$ cat config.mk
export PLATFORM = sky130hd
export DESIGN_NAME = gcd_engine
export DESIGN_NICKNAME = d
export VERILOG_FILES = /design/src/rtl/gcd_engine.sv
export SDC_FILE = /design/constraint.sdc
export NUM_CORES = 1
export LEC_CHECK = 0
export BUFFER_PORTS_ARGS = -buffer_cell sky130_fd_sc_hd__buf_4
export CELL_PAD_IN_SITES_DETAIL_PLACEMENT = 1
export CELL_PAD_IN_SITES_GLOBAL_PLACEMENT = 1
export CORE_MARGIN = 2
export CORE_UTILIZATION = 46
export CTS_BUF_LIST = sky130_fd_sc_hd__clkbuf_4 sky130_fd_sc_hd__clkbuf_8 sky130_fd_sc_hd__clkbuf_16
export CTS_CLUSTER_SIZE = 8
export DETAILED_ROUTE_END_ITERATION = 8
export GPL_ROUTABILITY_DRIVEN = 0
export PLACE_DENSITY = 0.93
export RECOVER_POWER = 100
export SKIP_CTS_REPAIR_TIMING = 1
export SLEW_MARGIN = 20
export SYNTH_ARGS = -nofsm -noshare
export SYNTH_HDL_FRONTEND = slang
export SYNTH_SLANG_ARGS = --single-unit
$ cat constraint.sdc
create_clock -name clk -period 3.9 [get_ports clk]
set_input_delay 0.585 -clock clk [delete_from_list [all_inputs] [get_ports clk]]
set_output_delay 0.585 -clock clk [all_outputs]
set_load 0.02 [all_outputs]
$ cat src/rtl/gcd_engine.sv
// GCD unit computing gcd(a_in, b_in) by repeated subtraction behind a
// start/busy/done handshake, with zero-operand detection and a saturating step count.
module gcd_engine #(
  parameter int WIDTH = 8,
  parameter int CNT_W = WIDTH
) (
  input  logic             clk,
  input  logic             rst,
  input  logic             start,
  input  logic [WIDTH-1:0] a_in,
  input  logic [WIDTH-1:0] b_in,
  output logic             busy,
  output logic             done,
  output logic [WIDTH-1:0] result,
  output logic             zero_err,
  output logic [CNT_W-1:0] iter_count
);

  localparam logic [1:0] S_IDLE = 2'd0;
  localparam logic [1:0] S_RUN  = 2'd1;
  localparam logic [1:0] S_DONE = 2'd2;

  localparam logic [CNT_W-1:0] ITER_ONE = CNT_W'(1);
  localparam logic [CNT_W-1:0] ITER_MAX = '1;

  logic [1:0]       state_q, state_d;
  logic [WIDTH-1:0] a_q, a_d;
  logic [WIDTH-1:0] b_q, b_d;
  logic [WIDTH-1:0] result_q, result_d;
  logic             zero_err_q, zero_err_d;
  logic [CNT_W-1:0] iter_q, iter_d;

  logic a_eq_b;
  logic a_gt_b;
  logic a_in_zero;
  logic b_in_zero;

  // One comparator pair on the operand registers serves both the stop test and the step direction.
  assign a_eq_b    = (a_q == b_q);
  assign a_gt_b    = (a_q > b_q);
  assign a_in_zero = (a_in == '0);
  assign b_in_zero = (b_in == '0);

  always_comb begin
    state_d    = state_q;
    a_d        = a_q;
    b_d        = b_q;
    result_d   = result_q;
    zero_err_d = zero_err_q;
    iter_d     = iter_q;

    case (state_q)
      S_IDLE: begin
        if (start) begin
          a_d        = a_in;
          b_d        = b_in;
          iter_d     = '0;
          zero_err_d = 1'b0;
          if (a_in_zero || b_in_zero) begin
            result_d   = a_in | b_in;
            zero_err_d = a_in_zero && b_in_zero;
            state_d    = S_DONE;
          end else begin
            state_d = S_RUN;
          end
        end
      end

      S_RUN: begin
        if (a_eq_b) begin
          result_d = a_q;
          state_d  = S_DONE;
        end else begin
          if (a_gt_b) begin
            a_d = a_q - b_q;
          end else begin
            b_d = b_q - a_q;
          end
          if (iter_q != ITER_MAX) begin
            iter_d = iter_q + ITER_ONE;
          end
        end
      end

      S_DONE: begin
        state_d = S_IDLE;
      end

      default: begin
        state_d = S_IDLE;
      end
    endcase
  end

  always_ff @(posedge clk) begin
    if (rst) begin
      state_q    <= S_IDLE;
      a_q        <= '0;
      b_q        <= '0;
      result_q   <= '0;
      zero_err_q <= 1'b0;
      iter_q     <= '0;
    end else begin
      state_q    <= state_d;
      a_q        <= a_d;
      b_q        <= b_d;
      result_q   <= result_d;
      zero_err_q <= zero_err_d;
      iter_q     <= iter_d;
    end
  end

  // Status flags are decoded from the state register only, so they carry no input-to-output path.
  assign busy       = (state_q == S_RUN);
  assign done       = (state_q == S_DONE);
  assign result     = result_q;
  assign zero_err   = zero_err_q;
  assign iter_count = iter_q;

endmodule

==> qor.csv <==
stage,metric,value,unit
outcome,outcome,completed,
floorplan,die_h,78.11,microns
sta,finalWorstPathRequiredPeriod,3056,ps
clock_tree,cts_buffers,5,
floorplan,rows,26,
grt,grt-ovfl-total,0,
final_layout,antennaDiodeCount,0,
worst_setup_path,critPathRequiredTime,4040,ps
floorplan,core_area,0.005205,sq mm
final_layout,area_delta_synth_final,8.519,%
clock_tree,cts-root-buf,clkbuf_8,
sta,max-slew-margin-rel,15.00,%
final_layout,layout.nets,365,
routing,wl_per_cell,20.68,microns
routing,drt-total-wl,8.253,mm
grt,grt_pass1_wl,13.35,mm
sta,setup_tns,0,ps
clock_tree,clk_path_buf_depth,2,
hold_path,min_path_type,reg -> reg,
clock_tree,clock-sinks,35,
placed_design,dp_hpwl,5.787,mm
power,peakVddDrop,0.3103,mV
worst_setup_path,r2r_cells,7,
worst_setup_path,cp.arrival,3200,ps
worst_setup_path,worst-setup-path-type,reg -> reg,
routing,drc_errors,0,
grt,grt_pass1_vias,2554,
placed_design,portBuffers,37,
logic_synthesis,yosysUniqueCellTypes,52,
floorplan,die_w,78.11,microns
grt,grt_max_degree,29,
power,power.density,825.9,mW/mm^2
worst_setup_path,end_kind,flop,
logic_synthesis,syn_nets,337,
sta,fmax,327.2,MHz
power,seq_power_share,23.8,%
clock_tree,tritoncts,done,
sta,setup_violations,0,
power,total_power,2264,uW
sta,slew_viol_final,0,
sta,clock_skew,3.048,ps
hold_path,hold_path_depth,2,
grt,antenna_found_initial,0,
final_layout,finalInstanceArea,0.002741,sq mm
routing,vias,2467,
sta,grt_setup_unrepaired,no,
power,p_int,1089,uW
worst_setup_path,reg2reg_to,b_q[4]$_SDFFE_PP0P_,
clock_tree,clk_latency,290,ps
sta,worstMarginPinSlew,1275,ps
logic_synthesis,yosysWarningCount,0,
run,maxCapViolations,0,
logic_synthesis,syn_avg_cell_area,8.421,sq um
hold_path,whs_endpoint,result[4]$_SDFFE_PP0P_,
power,p_switching,1175,uW
worst_setup_path,rr_startpoint,a_q[6]$_SDFFE_PP0P_,
grt,track_usage,28.19,%
logic_synthesis,ys_seq_elements,35,
floorplan,start_util,48.53,%
floorplan,die_area,0.006100,sq mm
logic_synthesis,synth_area,0.002526,sq mm
final_layout,utilization,52.67,%
worst_setup_path,regToRegSetupSlack,840,ps
worst_setup_path,startpoint_type,flop,
logic_synthesis,ys_seq_area_share,27.74,%
power,swShare,51.89,%
logic_synthesis,ys_async_sr_fraction,0,%
routing,via_per_inst,6.183,
hold_path,hp-start,result[4]$_SDFFE_PP0P_,
power,clkPwrFrac,12.3,%
worst_setup_path,cp_max_fo,9,
logic_synthesis,synthFlopType,dfxtp_1,
placed_design,place_area,0.002780,sq mm
floorplan,ioPinCount,38,
sta,hold_violations,0,
clock_tree,cts_htree_levels,2,
routing,first_pass_iters,4,
routing,drt-initial-drc-count,307,
logic_synthesis,synthCells,300,
power,leakagePower,0.001004,uW
clock_tree,path_clk_slew,70,ps
routing,detail-route-antenna-nets,0,
sta,period_share,78.36,%
power,p_comb_share,64.0,%
logic_synthesis,synth_edf_count,0,
final_layout,drive_gt1_share,12.16,%
cells in the final DEF, fill, tap and decap left out, types with 4 or more instances in the layout:
master / instances
inv_1: 20
nor2_1: 21
xnor2_1: 7
nand3_1: 10
o211ai_1: 9
dfxtp_1: 35
clkbuf_1: 19
nand2_1: 22
buf_4: 20
mux2i_1: 5
or3_1: 10
o21ai_0: 9
nand4_1: 5
xor2_1: 4
ha_1: 16
nand2b_1: 15
clkbuf_8: 5
a211oi_1: 21
a21oi_1: 30
nor4_1: 4
state kept, by name, summed over array words and instances (netlist names):
register	count
zero_err	1
a_q	8
result	8
b_q	8
iter_count	8
state_q	2
kinds of logic after synthesis:
| kind of cell | after synthesis | share of synthesized area (%) |
|---|---|---|
| AOI/OAI and AO/OA | 90 | 27.09 |
| xor gates and xnor gates | 11 | 3.814 |
| adders and majority gates | 18 | 9.510 |
| buffers and inverters | 39 | 8.618 |
| DFF | 35 | 27.74 |
| muxes | 5 | 1.981 |
| and+or+nand+nor | 102 | 21.25 |
power by group through the flow:
stage | clock [uW] | combinational, uW | sequential [uW]
detailed placement | 0 | 1400 | 543
CTS | 280 | 1460 | 535
floorplan | 0 | 1110 | 528
finish | 278 | 1450 | 538
global placement | 0 | 1340 | 532
global route | 299 | 1570 | 546
worst max-delay path, stage by stage, from the launching register on:
cell      delay [ps]
dfxtp_1          400
inv_1            110
ha_1             450
nand4_1          220
o21ai_0          660
o21bai_2         340
and2_0           540
a311oi_2         180
per-layer routing:
metal | GRT usage (%) | part of all wire, %
met1 | 35.80 | 43
met4 | 10.53 | 2.0
met3 | 5.632 | 6.8
met2 | 47.24 | 48
met5 | 0 | 0
cell type report:
cell class | instances | area, sq um
repair buffers | 39 | 221.5
inverters | 21 | 91.34
clock inverters | 1 | 5.005
multi-input cells | 226 | 1551
clock buffers | 7 | 83.83
fillers | 651 | 2464
well taps | 70 | 87.58
flip-flops and latches | 35 | 700.7
how the worst max path moves through the flow:
stage / end / cells after the start / slack [ps] / start
6_report: b_q[4]$_SDFFE_PP0P_ / 7 / 840 / a_q[6]$_SDFFE_PP0P_
5_1_grt: result[7]$_SDFFE_PP0P_ / 7 / 620 / a_q[6]$_SDFFE_PP0P_
4_1_cts: b_q[4]$_SDFFE_PP0P_ / 7 / 1220 / a_q[6]$_SDFFE_PP0P_
3_5_place_dp: a_q[3]$_SDFFE_PP0P_ / 6 / 1240 / start
3_3_place_gp: a_q[3]$_SDFFE_PP0P_ / 6 / 1300 / start
2_1_floorplan: b_q[1]$_SDFFE_PP0P_ / 9 / 1700 / a_q[0]$_SDFFE_PP0P_
cells in the mapped netlist (all sizes together), types with 2 or more instances:
master	instances	area share, %
nand2	23	3.7
or3	10	2.5
buf	12	4.1
a2111oi	2	1.7
clkbuf	6	0.89
nand4	5	1.5
mux2i	5	2.0
nand3	10	2.0
fa	2	1.6
a221oi	2	0.69
nor3	4	0.99
nor4	4	0.99
or2	2	0.50
o211ai	9	2.7
ha	16	7.9
a21oi	30	5.9
a211oi	23	7.6
a311oi	3	1.8
o21bai	2	0.74
dfxtp	35	28
o21ai	9	1.8
a31oi	3	1.3
nand2b	15	3.7
inv	20	3.0
nor2	21	3.1
xor2	4	1.4
and2	4	0.99
xnor2	7	2.4
per-stage QoR:
step                      hold WS (ps)  instances  worst slack (ps)
final                            475.1        399             843.9
after global routing             509.5        399             625.0
after CTS                        480.5        399              1215
after detailed placement         468.6        391              1245
after global placement           455.1        391              1296
after floorplan                  462.0        300              1695
No activity file was read; power rests on OpenSTA's default activity.
